**config.mk**
```make
export PLATFORM = sky130hd
export DESIGN_NAME = seq_scan_ctrl
export DESIGN_NICKNAME = d
export VERILOG_FILES = /design/src/rtl/seq_scan_pkg.sv /design/src/rtl/seq_match_unit.sv /design/src/rtl/seq_scan_ctrl.sv
export SDC_FILE = /design/constraint.sdc
export NUM_CORES = 1
export LEC_CHECK = 0
export CORE_MARGIN = 10
export CORE_UTILIZATION = 40
export CTS_BUF_LIST = sky130_fd_sc_hd__clkbuf_4 sky130_fd_sc_hd__clkbuf_8 sky130_fd_sc_hd__clkbuf_16
export DETAILED_ROUTE_END_ITERATION = 10
export SLEW_MARGIN = 20
export SYNTH_ARGS = -nofsm -noshare
export SYNTH_HDL_FRONTEND = slang
export SYNTH_SLANG_ARGS = --single-unit
```
**constraint.sdc**
```tcl
create_clock -name clk -period 5 [get_ports clk]
set_input_delay 0.75 -clock clk [delete_from_list [all_inputs] [get_ports clk]]
set_output_delay 0.75 -clock clk [all_outputs]
set_load 0.05 [all_outputs]
```
**src/rtl/seq_scan_pkg.sv**
```systemverilog
// seq_scan_pkg: shared FSM type and sizing constants for the sequence scanner.
package seq_scan_pkg;

    localparam int PAT_MAX_DEF = 8;
    localparam int LEN_W       = 4;

    typedef enum logic [1:0] {
        S_IDLE = 2'd0,
        S_SCAN = 2'd1,
        S_DONE = 2'd2
    } scan_state_e;

    function automatic logic len_ok(input logic [LEN_W-1:0] len, input int pat_max);
        return (len != '0) && (32'(len) <= pat_max);
    endfunction

endpackage

```
**src/rtl/seq_match_unit.sv**
```systemverilog
// seq_match_unit: bit history shift register with length-masked pattern compare.
module seq_match_unit
    import seq_scan_pkg::*;
#(
    parameter int PAT_W = PAT_MAX_DEF
) (
    input  logic             clk_i,
    input  logic             rst_ni,
    input  logic             clear_i,
    input  logic             shift_i,
    input  logic             bit_i,
    input  logic [PAT_W-1:0] pattern_i,
    input  logic [LEN_W-1:0] len_i,
    input  logic             overlap_i,
    output logic             match_o
);

    logic [PAT_W-1:0] hist_q, hist_d, hist_sh, mask;
    logic [LEN_W-1:0] seen_q, seen_d, seen_sh;

    always_comb begin
        mask = '0;
        for (int i = 0; i < PAT_W; i++) begin
            mask[i] = (32'(len_i) > i);
        end
        hist_sh = (hist_q << 1) | PAT_W'(bit_i);
        seen_sh = (seen_q == '1) ? seen_q : seen_q + LEN_W'(1);
        // seen_sh guards against the cleared history faking a match
        match_o = shift_i
                && ((hist_sh & mask) == (pattern_i & mask))
                && (seen_sh >= len_i);
        hist_d = hist_q;
        seen_d = seen_q;
        if (clear_i) begin
            hist_d = '0;
            seen_d = '0;
        end else if (shift_i) begin
            if (match_o && !overlap_i) begin
                hist_d = '0;
                seen_d = '0;
            end else begin
                hist_d = hist_sh;
                seen_d = seen_sh;
            end
        end
    end

    always_ff @(posedge clk_i or negedge rst_ni) begin
        if (!rst_ni) begin
            hist_q <= '0;
            seen_q <= '0;
        end else begin
            hist_q <= hist_d;
            seen_q <= seen_d;
        end
    end

endmodule

```
**src/rtl/seq_scan_ctrl.sv**
```systemverilog
// seq_scan_ctrl: serial MSB-first pattern scanner with match counting.
// Define SEQ_SCAN_FIRSTPOS_EN to add the first_pos / first_pos_vld outputs.
module seq_scan_ctrl
    import seq_scan_pkg::*;
#(
    parameter int WORD_W  = 16,
    parameter int PAT_MAX = PAT_MAX_DEF
) (
    input  logic                        clk,
    input  logic                        reset,
    input  logic [WORD_W-1:0]           word_data,
    input  logic                        word_valid,
    output logic                        word_ready,
    input  logic [PAT_MAX-1:0]          cfg_pattern,
    input  logic [LEN_W-1:0]            cfg_len,
    input  logic                        cfg_overlap,
    output logic                        match_pulse,
    output logic [$clog2(WORD_W+1)-1:0] match_count,
    output logic                        busy,
    output logic                        done,
`ifdef SEQ_SCAN_FIRSTPOS_EN
    output logic [$clog2(WORD_W)-1:0]   first_pos,
    output logic                        first_pos_vld,
`endif
    output logic                        cfg_err
);

    localparam int CNT_W = $clog2(WORD_W + 1);
    localparam int IDX_W = $clog2(WORD_W);

    scan_state_e        state_q;
    logic [WORD_W-1:0]  word_q;
    logic [PAT_MAX-1:0] pat_q;
    logic [LEN_W-1:0]   len_q;
    logic               ovl_q;
    logic [IDX_W-1:0]   idx_q;
    logic [CNT_W-1:0]   cnt_q;
    logic               ready_q, busy_q, done_q, pulse_q, err_q;
    logic               accept, scanning, last_bit, hit;

    assign accept   = word_valid & ready_q;
    assign scanning = (state_q == S_SCAN);
    assign last_bit = (idx_q == IDX_W'(WORD_W - 1));

    seq_match_unit #(
        .PAT_W(PAT_MAX)
    ) u_match (
        .clk_i    (clk),
        .rst_ni   (reset),
        .clear_i  (accept),
        .shift_i  (scanning),
        .bit_i    (word_q[WORD_W-1]),
        .pattern_i(pat_q),
        .len_i    (len_q),
        .overlap_i(ovl_q),
        .match_o  (hit)
    );

    always_ff @(posedge clk or negedge reset) begin
        if (!reset) begin
            state_q <= S_IDLE;
            word_q  <= '0;
            pat_q   <= '0;
            len_q   <= '0;
            ovl_q   <= 1'b0;
            idx_q   <= '0;
            cnt_q   <= '0;
            ready_q <= 1'b0;
            busy_q  <= 1'b0;
            done_q  <= 1'b0;
            pulse_q <= 1'b0;
            err_q   <= 1'b0;
        end else begin
            done_q  <= 1'b0;
            pulse_q <= 1'b0;
            err_q   <= 1'b0;
            unique case (state_q)
                S_IDLE: begin
                    ready_q <= 1'b1;
                    if (accept) begin
                        word_q  <= word_data;
                        pat_q   <= cfg_pattern;
                        len_q   <= cfg_len;
                        ovl_q   <= cfg_overlap;
                        idx_q   <= '0;
                        cnt_q   <= '0;
                        ready_q <= 1'b0;
                        if (len_ok(cfg_len, PAT_MAX)) begin
                            busy_q  <= 1'b1;
                            state_q <= S_SCAN;
                        end else begin
                            err_q   <= 1'b1;
                            done_q  <= 1'b1;
                            state_q <= S_DONE;
                        end
                    end
                end
                S_SCAN: begin
                    word_q  <= word_q << 1;
                    idx_q   <= idx_q + IDX_W'(1);
                    pulse_q <= hit;
                    if (hit) begin
                        cnt_q <= cnt_q + CNT_W'(1);
                    end
                    if (last_bit) begin
                        busy_q  <= 1'b0;
                        done_q  <= 1'b1;
                        state_q <= S_DONE;
                    end
                end
                S_DONE: begin
                    ready_q <= 1'b1;
                    state_q <= S_IDLE;
                end
                default: begin
                    state_q <= S_IDLE;
                end
            endcase
        end
    end

`ifdef SEQ_SCAN_FIRSTPOS_EN
    logic [IDX_W-1:0] fp_q;
    logic             fp_vld_q;

    always_ff @(posedge clk or negedge reset) begin
        if (!reset) begin
            fp_q     <= '0;
            fp_vld_q <= 1'b0;
        end else if (accept) begin
            fp_q     <= '0;
            fp_vld_q <= 1'b0;
        end else if (scanning && hit && !fp_vld_q) begin
            fp_q     <= idx_q;
            fp_vld_q <= 1'b1;
        end
    end

    assign first_pos     = fp_q;
    assign first_pos_vld = fp_vld_q;
`endif

    assign word_ready  = ready_q;
    assign busy        = busy_q;
    assign done        = done_q;
    assign match_pulse = pulse_q;
    assign cfg_err     = err_q;
    assign match_count = cnt_q;

endmodule

```
**Word level (Yosys, flattened, before mapping)**

Cells that the tools add are included.
Widths: inputs -> output; s select.

- Flip-flop bits (word level): 56
- Input bits: 32
- Output and inout bits: 10
- Logic and storage cells: 85

- Add/sub/neg operators: 3
- Order comparisons: 10
- Equality and inequality tests: 9
- Multiplexer cells: 30
- Bitwise logic cells: 4
- Reduce and logical (&&, ||, !) cells: 15

Operators with widths:

| kind | number |
|---|---|
| $pmux 16 s2 | 1 |
| $mux 7 | 3 |
| $mux 4 | 5 |
| $and 8x8->8 | 2 |
| $gt 4x3->1 const B | 4 |
| $mux 16 | 1 |
| $mux 5 | 2 |
| $pmux 5 s2 | 1 |
| $mux 1 | 9 |
| $add 4x1->4 const B | 2 |
| $eq 4x4->1 const B | 2 |
| $eq 8x8->1 | 1 |
| $gt 4x1->1 const B | 2 |
| $gt 4x2->1 const B | 2 |
| $ne 2x2->1 const B | 4 |
| $or 8x1->8 | 1 |
| $pmux 4 s2 | 1 |
| $mux 2 | 3 |
| $pmux 1 s2 | 3 |
| $reduce_and 2->1 | 3 |
| $reduce_bool 2->1 | 3 |
| $add 5x1->5 const B | 1 |
| $ge 4x4->1 | 1 |
| $le 4x4->1 const B | 1 |
| other kinds (10) | 13 |

**Longest topological paths before layout**

Gate-level depths: netlist of the first run.

- Depth in word-level cells: 9
- Depth in mapped cells: 11

**Hierarchy**

A second synthesis of the first run with hierarchy kept.

- Cell total of the unflattened synthesis: 261
- Area total of the unflattened synthesis: 2705.1 um^2

Modules (own cells, without submodules):

| module | instances | cells an instance | area each (um^2) | sequential area each (um^2) |
|---|---|---|---|---|
| seq_scan_ctrl | 1 | 189 | 1934.4 | 1126.1 |
| seq_match_unit | 1 | 72 | 770.7 | 275.3 |

**Worst setup path after synthesis of the first run**

OpenSTA, ideal clock, no wires.

- Path type: register to register
- Start: reg u_match.seen_q[0]
- End: reg u_match.hist_q[6]
- Data arrival time: 2.540 ns
- Data required time: 4.874 ns
- Slack: 2.334 ns
- Cell stages (with the launch flop): 11
- Cell sequence: dfrtp_1 > ha_1 > nand3_1 > mux2_2 > ha_1 > a2111oi_0 > a2111oi_1 > o2111ai_1 > and2_1 > buf_6 > a221o_1

- Word-level cells in the longest chain between the ends: 8

RTL lines:

| element | line | text |
|---|---|---|
| start, declared | seq_match_unit.sv:19 | `logic [LEN_W-1:0] seen_q, seen_d, seen_sh;` |
| start signal, assigned | seq_match_unit.sv:54 | `seen_q <= seen_d;` |
| $add 4x1->4 or $eq 4x4->1 (tied branches) | seq_match_unit.sv:27 | `seen_sh = (seen_q == '1) ? seen_q : seen_q + LEN_W'(1);` |
| $mux 4 * | seq_match_unit.sv:27 |  |
| $ge 4x4->1 * | seq_match_unit.sv:31 | `&& (seen_sh >= len_i);` |
| $logic_and 1x1->1 * | seq_match_unit.sv:31 |  |
| $logic_and 1x1->1 * | seq_match_unit.sv:38 | `if (match_o && !overlap_i) begin` |
| $mux 7 * | seq_match_unit.sv:38 |  |
| $mux 7 * | seq_match_unit.sv:37 | `end else if (shift_i) begin` |
| $mux 7 * | seq_match_unit.sv:34 | `if (clear_i) begin` |
| end signal, assigned | seq_match_unit.sv:53 | `hist_q <= hist_d;` |
| end, declared | seq_match_unit.sv:18 | `logic [PAT_W-1:0] hist_q, hist_d, hist_sh, mask;` |

Every way passes the cells marked *; elsewhere a longest branch is shown, timed or not. The select of a mux whose other input is x is not followed.
A chain may end at the register's enable or synchronous reset.

**Worst setup path in the final report of the first run**

- Start: reg u_match.seen_q[0]
- End: reg u_match.seen_q[1]

- Word-level cells in the longest chain between the ends: 8

RTL lines:

| element | line |
|---|---|
| $add 4x1->4 or $eq 4x4->1 (tied branches) | seq_match_unit.sv:27 |
| $mux 4 * | seq_match_unit.sv:27 |
| $ge 4x4->1 | seq_match_unit.sv:31 |
| $logic_and 1x1->1 | seq_match_unit.sv:31 |
| $logic_and 1x1->1 | seq_match_unit.sv:38 |
| $mux 4 * | seq_match_unit.sv:38 |
| $mux 4 * | seq_match_unit.sv:37 |
| $mux 4 * | seq_match_unit.sv:34 |

Marks and branches as above.

==> results of run 1 <==
[state kept, by name, summed over array words and instances, names as in the netlist, 2 cells and up]
name / flops
u_match.hist_q: 7
match_count: 5
len_q: 4
state_q: 2
word_q: 16
pat_q: 8
u_match.seen_q: 4
idx_q: 4
[kinds of logic after synthesis]
group                    share of synthesized area, %
AND/OR/NAND/NOR                                  21.0
AO/OA/AOI/OAI                                    15.9
flip-flops                                       51.9
buffers and inverters                            3.94
XOR/XNOR                                         3.57
adder cells (fa/ha/maj)                          3.25
multiplexers                                    0.417
[synth_stat cells (all sizes together)]
cell / instances
a2111oi: 2
a21oi: 12
a221o: 10
a22o: 1
a31oi: 16
and2: 1
and2b: 1
and3: 11
buf: 4
clkbuf: 13
dfrtp: 56
ha: 7
inv: 7
mux2: 1
nand2: 75
nand2b: 1
nand3: 8
nand4: 1
nor2: 23
nor3: 6
o2111ai: 1
o211a: 1
o211ai: 2
o21ai: 16
o22ai: 3
o31ai: 1
or2b: 1
or3: 3
xnor2: 8
xor2: 3
[per-layer routing]
layer	GRT usage (%)	wire, um	share of wire, %
met4	4.23	87	1.4
met5	0	0	0
met2	18.2	2690	44
met3	3.17	267	4.4
met1	16.2	3030	50
[metrics by stage]
step	instance area, um2	utilization [%]	worst slack, ns	hold slack (ns)	cells
final	3270	50.6	1.70	0.499	405
after global routing	3270	50.6	1.47	0.543	405
after CTS	3270	50.6	1.69	0.497	405
after detailed placement	3140	48.6	1.72	0.485	398
after global placement	3140	48.6	1.78	0.480	398
after floorplan	2700	-	2.33	0.451	295
[power breakdown]
group	leakage (nW)	switching [mW]	internal (mW)
logic	0.744	0.441	0.309
clock network	0.0642	0.144	0.197
registers	0.697	0.170	0.630
total	1.51	0.756	1.14
[worst max-delay path: stages (launching register included)]
cell	delay (ns)
dfrtp_1	0.44
ha_1	0.26
nand3_1	0.15
mux2_2	0.37
ha_1	0.27
a2111oi_0	0.08
a2111oi_1	0.27
o2111ai_1	0.51
and2_1	0.45
a221o_1	0.39
[layout make-up]
| cell class | count | area [um2] | share of cell area, % |
|---|---|---|---|
| Inverter | 7 | 26.3 | 0.803 |
| Multi-Input combinational cell | 215 | 1200 | 36.6 |
| Sequential cell | 56 | 1400 | 42.8 |
| Clock inverter | 2 | 60.1 | 1.84 |
| Clock buffer | 5 | 68.8 | 2.10 |
| Tap cell | 77 | 96.3 | 2.95 |
| Timing Repair Buffer | 43 | 420 | 12.9 |
[cell usage in the layout (no fill, tap or decap), drive strengths merged, types with 2 or more instances in the layout]
master,count
a2111oi,2
o21ai,16
o211ai,2
o22ai,3
nor2,23
or3,3
nor3,6
clkbuf,5
a21oi,12
nand3,8
a221o,10
buf,3
dfrtp,56
inv,7
clkdlybuf4s50,40
nand2,75
bufinv,2
a31oi,16
xor2,3
and3,11
xnor2,8
ha,7
[final timing paths]
path / endpoint / start / slack, ns
worst max-delay path: u_match.seen_q[1]$_DFFE_PN0P_ / u_match.seen_q[0]$_DFFE_PN0P_ / 1.70
worst min-delay path: idx_q[3]$_DFFE_PN0P_ / idx_q[3]$_DFFE_PN0P_ / 0.50
worst max register to register: u_match.seen_q[1]$_DFFE_PN0P_ / u_match.seen_q[0]$_DFFE_PN0P_ / 1.70
worst min register to register: idx_q[3]$_DFFE_PN0P_ / idx_q[3]$_DFFE_PN0P_ / 0.50
max in group asynchronous: u_match.hist_q[3]$_DFFE_PN0P_ / reset / 3.95
min in group asynchronous: word_q[7]$_DFFE_PN0P_ / reset / 0.55
==> out/results.tsv, run 1 <==
stage	metric	value	unit
detailed_routing	vias_per_cell	5.37	
floorplanning	fp-row-count	29	
global_routing	grt_pass1_wl	10.1	mm
timing	fin_worst_skew	0.00895	ns
critical_path	worstPathMaxFanout	13	
yosys	ys_warn_count	0	
global_routing	grt_pass1_vias	2111	
critical_path	critical_path_required	5.20	ns
clock_network	postCtsHoldBufs	0	
layout	synthToLayoutAreaGrowth	21.2	%
yosys	avgSynthCellArea	9.15	um2
hold_path	hold_path.class	flip-flop to flip-flop	
clock_network	clockRootBuffer	clkbuf_8	
global_routing	grt_overflow	0	
global_routing	grt_max_degree	57	
timing	rsz0062_at_grt	no	
yosys	synth_fp_nets	334	
global_routing	track_usage	12.0	%
yosys	synth_top_area_share	51.9	%
layout	num_antenna_cells	0	
timing	period_share	66.1	%
floorplanning	dieHeight	102	um
clock_network	tritoncts	done	
placed_design	port_buffers	41	
detailed_routing	routed_wl	6.07	mm
timing	min_period	3.30	ns
clock_network	cts_buffer_depth	2	
clock_network	clkLatencyLatePin	0.31	ns
detailed_routing	drc_errors	0	
detailed_routing	routedWlPerCell	15.0	um
timing	timing.fmax	0.303	GHz
critical_path	cp_data_arrival_time	3.50	ns
timing	tightest_slew	0.923	ns
yosys	synth.distinct_cells	36	
yosys	synthCells	295	
clock_network	cts_setup_buffers	0	
clock_network	cts_buffers	5	
yosys	yosysTopAreaCell	dfrtp_1	
hold_path	hold_path_depth	1	
pwr	powerDensity	579	nW/um2
yosys	syn_area	2700	um2
timing	max_slew_margin	38.4	%
timing	finalHoldViolations	0	
pwr	max-vdd-ir-drop	0.221	mV
yosys	ys_seq_area_share	51.9	%
floorplanning	start_util	41.8	%
critical_path	path_class	flip-flop to flip-flop	
placed_design	dp_hpwl	4.15	mm
critical_path	startpoint_type	flip-flop	
detailed_routing	via_count	2174	
critical_path	end_kind	flip-flop	
pwr	power.total	1.89	mW
detailed_routing	final_antenna_net_count	0	
timing	fin_setup_tns	0	ns
clock_network	cts-resized-gates	0	
layout	drive_gt1_share	4.88	%
detailed_routing	drtIter0Drc	98	
yosys	ys_ff_latch	56	
global_routing	antenna_found_initial	0	
outcome	status	finished, final reports clean	
floorplanning	die_w	102	um
floorplanning	io_pins	42	
detailed_routing	firstDrtPassIters	4	
clock_network	clock-sinks	56	
placed_design	gp_congestion	0.845	
timing	drv_slew	0	
timing	setup_viol	0	
yosys	synthTopCellsByArea	dfrtp_1 52%, nand2_1 10%, a221o_1 3.7%	
layout	nets	367	
clock_network	path_clk_slew	0.09	ns
floorplanning	die_area	10400	um2
layout	fill_cells	610	
job	cap_violations	0	
critical_path	rr_worst_depth	9	
clock_network	htreeDepth	2	
floorplanning	core_area	6460	um2
pwr	leakage	1.51	nW
Note: power is estimated with default switching activity, not from simulation.
==> inputs of run 2 (changes only) <==
==> constraint.sdc (replaced) <==
create_clock -name clk -period 2.95 [get_ports clk]
set_input_delay 0.4425 -clock clk [delete_from_list [all_inputs] [get_ports clk]]
set_output_delay 0.4425 -clock clk [all_outputs]
set_load 0.05 [all_outputs]
==> out/results.tsv, run 2 (synthesis gave the netlist of run 1 again) <==
stage	metric	value	unit	change
critical_path	cp_data_arrival_time	3.01	ns	-0.49 ns
critical_path	startpoint_type	flip-flop		
timing	fin_setup_tns	0	ns	unchanged
clock_network	clock-sinks	56		unchanged
job	cap_violations	0		unchanged
layout	seq_area	1400	um2	about the same
timing	period_share	93.4	%	+27 points
global_routing	grt_pass1_vias	2050		-2.9%
critical_path	reg2reg_to	match_count[4]$_DFFE_PN0P_		
floorplanning	fp-row-count	29		unchanged
clock_network	clkLatencyLatePin	0.31	ns	about the same
floorplanning	io_pins	42		unchanged
timing	tightest_slew	0.820	ns	-0.103 ns
critical_path	path_class	flip-flop to flip-flop		
clock_network	clockRootBuffer	clkbuf_8		
layout	layout_common_cells	75 x nand2_1, 55 x dfrtp_1, 40 x clkdlybuf4s50_1, 22 x nor2_1, 16 x a31oi_1		
critical_path	cp_cell_sequence	ha_1 > nand3_2 > mux2_2 > ha_1 > a2111oi_0 > a2111oi_1 > o2111ai_1 > buf_4 > or3_1 > a21oi_1		
placed_design	dp_hpwl	4.30	mm	+3.7%
clock_network	tritoncts	done		
global_routing	antenna_found_initial	0		unchanged
timing	fin_ws	0.194	ns	-1.50 ns
critical_path	crit_top_cell	ha_1		
floorplanning	core_area	6460	um2	unchanged
critical_path	r2r_start	u_match.seen_q[0]$_DFFE_PN0P_		
layout	nets	374		+1.9%
clock_network	cts_buffer_depth	2		unchanged
critical_path	cp_slowest_stage_delay	0.42	ns	-0.09 ns
layout	final_common_cell	nand2_1		
layout	multi_input_area	1200	um2	+0.52%
timing	finalHoldViolations	0		unchanged
timing	min_period	2.76	ns	-0.548 ns
floorplanning	start_util	41.8	%	unchanged
timing	max_slew_margin	45.3	%	+6.9 points
detailed_routing	routedWlPerCell	14.6	um	-2.5%
critical_path	end_kind	flip-flop		
detailed_routing	firstDrtPassIters	4		unchanged
global_routing	grt_overflow	0		unchanged
clock_network	htreeDepth	2		unchanged
timing	fin_worst_skew	0.0129	ns	+0.00392 ns
timing	rsz0062_at_grt	no		
outcome	status	finished, final reports clean		
pwr	clockPowerShare	13.7	%	-4.4 points
timing	hold_ws	0.157	ns	-0.342 ns
detailed_routing	via_count	2174		unchanged
pwr	leakage	1.53	nW	+1.4%
floorplanning	dieHeight	102	um	unchanged
pwr	p_sw_share	41.8	%	+1.8 points
critical_path	rr_worst_depth	10		+1
pwr	max-vdd-ir-drop	0.434	mV	+97%
detailed_routing	routed_wl	6.04	mm	-0.59%
detailed_routing	drtIter0Drc	78		-20%
layout	fill_cells	626		+2.6%
floorplanning	die_w	102	um	unchanged
timing	setup_viol	0		unchanged
pwr	powerDensity	942	nW/um2	+63%
global_routing	track_usage	11.9	%	-0.084 points
hold_path	hold_path.class	input pin to asynchronous set/reset pin		
layout	synthToLayoutAreaGrowth	22.5	%	
timing	timing.fmax	0.363	GHz	+20%
placed_design	dpl_worst_slack	0.0890	ns	-1.64 ns
layout	largest_reg_flops	16		unchanged
critical_path	worstPathMaxFanout	6		-7
layout	reg_top3	word_q (16), pat_q (8), u_match.hist_q (7)		
detailed_routing	vias_per_cell	5.26		-1.9%
detailed_routing	drc_errors	0		unchanged
critical_path	critical_path_required	3.20	ns	-2.00 ns
detailed_routing	final_antenna_net_count	0		unchanged
placed_design	gp_congestion	0.914		+8.2%
pwr	combPwrFrac	42.9	%	+3.3 points
critical_path	rrSetupSlack	0.19	ns	-1.50 ns
global_routing	grt_max_degree	39		-32%
pwr	power.total	3.11	mW	+65%
global_routing	grt_pass1_wl	10.2	mm	+0.68%
critical_path	slowest_stage	dfrtp_2		
clock_network	cts_buffers	5		unchanged
timing	drv_slew	0		unchanged
pwr	p_int	1.81	mW	+59%
clock_network	path_clk_slew	0.10	ns	about the same
layout	drive_gt1_share	7.74	%	+2.9 points
pwr	seqPwrFrac	43.3	%	+1.0 points
layout	largest-register	word_q		
pwr	p_switching	1.30	mW	+72%
floorplanning	die_area	10400	um2	unchanged
layout	num_antenna_cells	0		unchanged
placed_design	port_buffers	41		unchanged
[run 2: changes by cell type in the layout (fill, tap and decap cells not counted), sizes merged]
cell	change
buf	+7
bufinv	-2
clkinv	+2
inv	+1
[run 2: critical path, delay by kind of cell, from the launching register on]
family,cells,cell delay [ns]
AO/OA/AOI/OAI,4,0.76
adder cells (fa/ha/maj),2,0.51
buffers and inverters,1,0.20
flip-flops,1,0.42
multiplexers,1,0.36
AND/OR/NAND/NOR,2,0.46
[run 2: worst max path at each step]
stage          slack (ns)                             to                           from
2_1_floorplan        0.28  u_match.hist_q[6]$_DFFE_PN0P_  u_match.seen_q[0]$_DFFE_PN0P_
3_3_place_gp         0.20  u_match.hist_q[6]$_DFFE_PN0P_  u_match.seen_q[0]$_DFFE_PN0P_
3_5_place_dp         0.09  u_match.hist_q[6]$_DFFE_PN0P_  u_match.seen_q[0]$_DFFE_PN0P_
4_1_cts              0.09  u_match.hist_q[6]$_DFFE_PN0P_  u_match.seen_q[0]$_DFFE_PN0P_
5_1_grt              0.01     match_count[4]$_DFFE_PN0P_  u_match.seen_q[0]$_DFFE_PN0P_
6_report             0.19     match_count[4]$_DFFE_PN0P_  u_match.seen_q[0]$_DFFE_PN0P_
[run 2: routing by layer]
layer | track usage [%] | routed length [um]
met4 | 3.58 | 65
met5 | 0 | 0
met1 | 17.1 | 3050
met3 | 3.17 | 336
met2 | 17.1 | 2580
[run 2: cell type report]
class	count	share of cell area, %
Sequential cell	56	42.4
Clock inverter	3	0.681
Clock buffer	5	2.08
Timing Repair Buffer	50	14.7
Tap cell	77	2.91
Inverter	7	0.795
Multi-Input combinational cell	215	36.4
[run 2: per-stage QoR]
stage               utilization (%)  area, um2  cells
floorplan                         -       2700    295
global placement               49.3       3180    402
detailed placement             49.3       3180    402
CTS                            50.7       3270    410
global route                   51.2       3310    413
finish                         51.2       3310    413
[run 2: repair_timing]
item | CTS | global route
endpoints found under the hold margin | 0 | 0
resized for setup | 0 | 4
hold buffers | 0 | 0
endpoints found under the setup margin | 0 | 12
setup buffers | 0 | 3
[run 2: power groups by stage]
stage | registers [mW] | clock network, mW | logic [mW]
floorplan | 1.37 | 0 | 0.950
global placement | 1.36 | 0 | 1.30
detailed placement | 1.36 | 0 | 1.32
CTS | 1.35 | 0.438 | 1.32
global route | 1.40 | 0.469 | 1.54
finish | 1.35 | 0.427 | 1.34
==> inputs of run 3 (changes only) <==
--- a/config.mk
+++ b/config.mk
@@ -9,7 +9,9 @@
 export CORE_UTILIZATION = 40
 export CTS_BUF_LIST = sky130_fd_sc_hd__clkbuf_4 sky130_fd_sc_hd__clkbuf_8 sky130_fd_sc_hd__clkbuf_16
 export DETAILED_ROUTE_END_ITERATION = 10
+export GPL_ROUTABILITY_DRIVEN = 0
 export SLEW_MARGIN = 20
 export SYNTH_ARGS = -nofsm -noshare
 export SYNTH_HDL_FRONTEND = slang
+export SYNTH_HIERARCHICAL = 1
 export SYNTH_SLANG_ARGS = --single-unit
==> out/results.tsv, run 3 <==
stage	metric	value	unit	change
detailed_routing	wl_met1	2.85	mm	-6.6%
layout	fin_area	3330	um2	+0.72%
floorplanning	core_area	6460	um2	unchanged
pwr	p_sw_share	40.2	%	-1.6 points
floorplanning	die_w	102	um	about the same
detailed_routing	vias_per_cell	5.24		-0.54%
detailed_routing	dr.max_layer_used	met4		
hold_path	hold_path.class	input pin to asynchronous set/reset pin		
critical_path	worstPathMaxFanout	5		-1
pwr	clockPowerShare	12.9	%	-0.8 points
yosys	synth.distinct_cells	45		+25%
floorplanning	dieHeight	102	um	about the same
layout	synthToLayoutAreaGrowth	23.1	%	
critical_path	end_kind	flip-flop		
placed_design	dp_hpwl	4.27	mm	-0.57%
detailed_routing	final_antenna_net_count	0		unchanged
yosys	synth_ff_type	dfrtp_1		
floorplanning	fp-row-count	29		unchanged
placed_design	dp_cells	377		-6.2%
clock_network	postCtsHoldBufs	0		unchanged
pwr	p_switching	1.27	mW	-2.6%
yosys	ys_warn_count	6		+6
pwr	seqPwrFrac	40.2	%	-3.1 points
yosys	ys_ff_latch	56		unchanged
global_routing	grt_pass1_wl	10.1	mm	-0.94%
yosys	avgSynthCellArea	10.4	um2	+13%
critical_path	path_class	flip-flop to flip-flop		
timing	period_share	96.0	%	+2.6 points
clock_network	cts_buffers	5		unchanged
layout	layout_common_cells	56 x dfrtp_1, 47 x nand2_1, 40 x clkdlybuf4s50_1, 24 x nor2_1		
yosys	synth_fp_nets	300		-10%
clock_network	clockRootBuffer	clkbuf_8		
detailed_routing	routedWlPerCell	15.7	um	+7.5%
floorplanning	io_pins	42		unchanged
pwr	max-vdd-ir-drop	0.480	mV	+11%
global_routing	grt_max_degree	33		-15%
layout	reg_top3	word_q (16), pat_q (8), u_match/hist_q (7)		
yosys	syn_area	2710	um2	+0.23%
critical_path	critical_path_required	3.15	ns	-0.05 ns
clock_network	clkLatencyLatePin	0.31	ns	about the same
detailed_routing	routed_wl	6.06	mm	+0.46%
critical_path	r2r_start	u_match/seen_q[0]$_DFFE_PN0P_		
detailed_routing	dr_wl_met2	2.87	mm	+11%
timing	hold_ws	0.157	ns	-0.0000210 ns
yosys	synth_common_cells	56 x dfrtp_1, 47 x nand2_1, 24 x nor2_1, 16 x nor3_1, 16 x o22ai_1		
yosys	synthCells	261		-12%
timing	tightest_slew	0.791	ns	-0.0290 ns
clock_network	htreeDepth	2		unchanged
layout	finalNonFillerCells	386		-6.5%
layout	largest-register	word_q		
outcome	status	finished, final reports clean		
layout	drive_gt1_share	13.3	%	+5.5 points
critical_path	crit_start	u_match/seen_q[0]$_DFFE_PN0P_		
pwr	leakage	1.52	nW	-0.30%
global_routing	antenna_found_initial	0		unchanged
layout	largest_reg_flops	16		unchanged
timing	finalHoldViolations	0		unchanged
timing	fin_setup_tns	0	ns	unchanged
yosys	yosysTopAreaCell	dfrtp_1		
global_routing	track_usage	12.2	%	+0.25 points
detailed_routing	drtIter0Drc	91		+17%
yosys	synthArstFlopShare	100	%	unchanged
yosys	synth_top_area_share	51.8	%	-0.12 points
yosys	synth-edff-count	0		unchanged
detailed_routing	via_count	2021		-7.0%
timing	max_slew_margin	47.1	%	+1.7 points
pwr	combPwrFrac	46.9	%	+4.0 points
clock_network	tritoncts	done		
detailed_routing	wl_met3	267	um	-21%
yosys	ys_seq_area_share	51.8	%	-0.12 points
clock_network	cts_buffer_depth	2		unchanged
timing	drv_slew	0		unchanged
timing	timing.fmax	0.353	GHz	-2.7%
global_routing	grt_overflow	0		unchanged
pwr	p_int	1.89	mW	+4.1%
layout	final_common_cell	dfrtp_1		
pwr	powerDensity	947	nW/um2	+0.58%
detailed_routing	firstDrtPassIters	4		unchanged
placed_design	port_buffers	41		unchanged
floorplanning	die_area	10500	um2	+0.19%
detailed_routing	drc_errors	0		unchanged
layout	nets	348		-7.0%
yosys	yosysMostFrequentCell	dfrtp_1		
yosys	synthTopCellsByArea	dfrtp_1 52%, nand2_1 6.5%, a22o_1 4.2%		
clock_network	clock-sinks	56		unchanged
clock_network	path_clk_slew	0.10	ns	about the same
placed_design	dpl_cell_area	3190	um2	+0.31%
floorplanning	start_util	41.9	%	+0.097 points
critical_path	cp_data_arrival_time	3.04	ns	+0.03 ns
global_routing	grt_pass1_vias	2063		+0.63%
timing	fin_worst_skew	0.00408	ns	-0.00878 ns
critical_path	startpoint_type	flip-flop		
job	cap_violations	0		unchanged
timing	setup_viol	0		unchanged
timing	min_period	2.83	ns	+0.0765 ns
layout	num_antenna_cells	0		unchanged
==> run 3: cell count changes in the layout (fill, tap and decap cells not counted), moves of 3 or more <==
cell	before	now
nor3_1	5	16
nand2_1	75	47
o21ai_0	15	3
buf_4	8	15
a22o_1	1	13
a221o_1	10	0
a21oi_1	12	2
or3_1	3	0
mux2i_1	0	4
a31oi_1	16	0
o22ai_1	3	16
and3_1	11	1
==> run 3: what timing repair did <==
| item | CTS | global route |
|---|---|---|
| gates resized for setup | 2 | 7 |
| setup buffers | 1 | 1 |
| endpoints found under the setup margin | 4 | 5 |
| pin swaps | 2 | 3 |
==> run 3: final timing paths <==
check	to	slack [ns]	cells past startpoint
min in group clk	ovl_q$_DFFE_PN0P_	0.51	2
setup / recovery	match_count[0]$_DFFE_PN0P_	0.12	12
hold reg to reg	ovl_q$_DFFE_PN0P_	0.51	2
setup reg to reg	match_count[0]$_DFFE_PN0P_	0.12	12
hold / removal	word_q[5]$_DFFE_PN0P_	0.16	1
max in group asynchronous	pat_q[5]$_DFFE_PN0P_	2.21	2
==> run 3: power by group through the flow <==
stage               Combinational, mW  Clock [mW]  Sequential (mW)
CTS                              1.45       0.429             1.26
global placement                 1.40           0             1.27
global route                     1.67       0.456             1.31
detailed placement               1.43           0             1.28
finish                           1.48       0.406             1.27
floorplan                        1.05           0             1.33
==> run 3: cell type report <==
| class | instances | area (um2) |
|---|---|---|
| multi-input combinational | 183 | 1190 |
| tap | 77 | 96.3 |
| sequential | 56 | 1400 |
| clock inverter | 2 | 12.5 |
| timing repair buffer | 57 | 538 |
| inverter | 6 | 22.5 |
| clock buffer | 5 | 68.8 |
| fill | 608 | 3130 |
==> run 3: per-layer routing <==
metal,GRT usage (%),up-vias
met5,0,-
met4,4.23,0
met3,3.58,7
li1,-,1013
met1,16.1,968
met2,18.6,33
==> run 3: stage by stage <==
stage | worst slack, ns | util [%] | power [mW]
5_1_grt | -0.00424 | 51.5 | 3.44
3_3_place_gp | 0.0219 | 49.4 | 2.68
3_5_place_dp | -0.0533 | 49.4 | 2.71
4_1_cts | 0.0399 | 50.9 | 3.14
6_report | 0.117 | 51.5 | 3.15
2_1_floorplan | 0.00765 | - | 2.37
==> run 3: cells by family after synthesis <==
| kind of cell | Yosys count | synth area share (%) |
|---|---|---|
| compound gates | 45 | 13.2 |
| buf+inv | 22 | 5.69 |
| simple gates | 114 | 20.2 |
| xor+xnor | 11 | 3.56 |
| flops | 56 | 51.8 |
| mux | 6 | 2.31 |
| fa+ha+maj | 7 | 3.24 |
==> run 3: worst max-delay path, cell delays in order (launching register included) <==
cell and delay, ns:
dfrtp_1 0.41, ha_4 0.18, nand3_4 0.09, buf_4 0.15
xnor2_1 0.12, ha_1 0.26, nand2b_1 0.09, a2111oi_1 0.07
or4b_4 0.54, nor3b_2 0.22, and3b_2 0.26, nor2_1 0.06
mux2_2 0.26
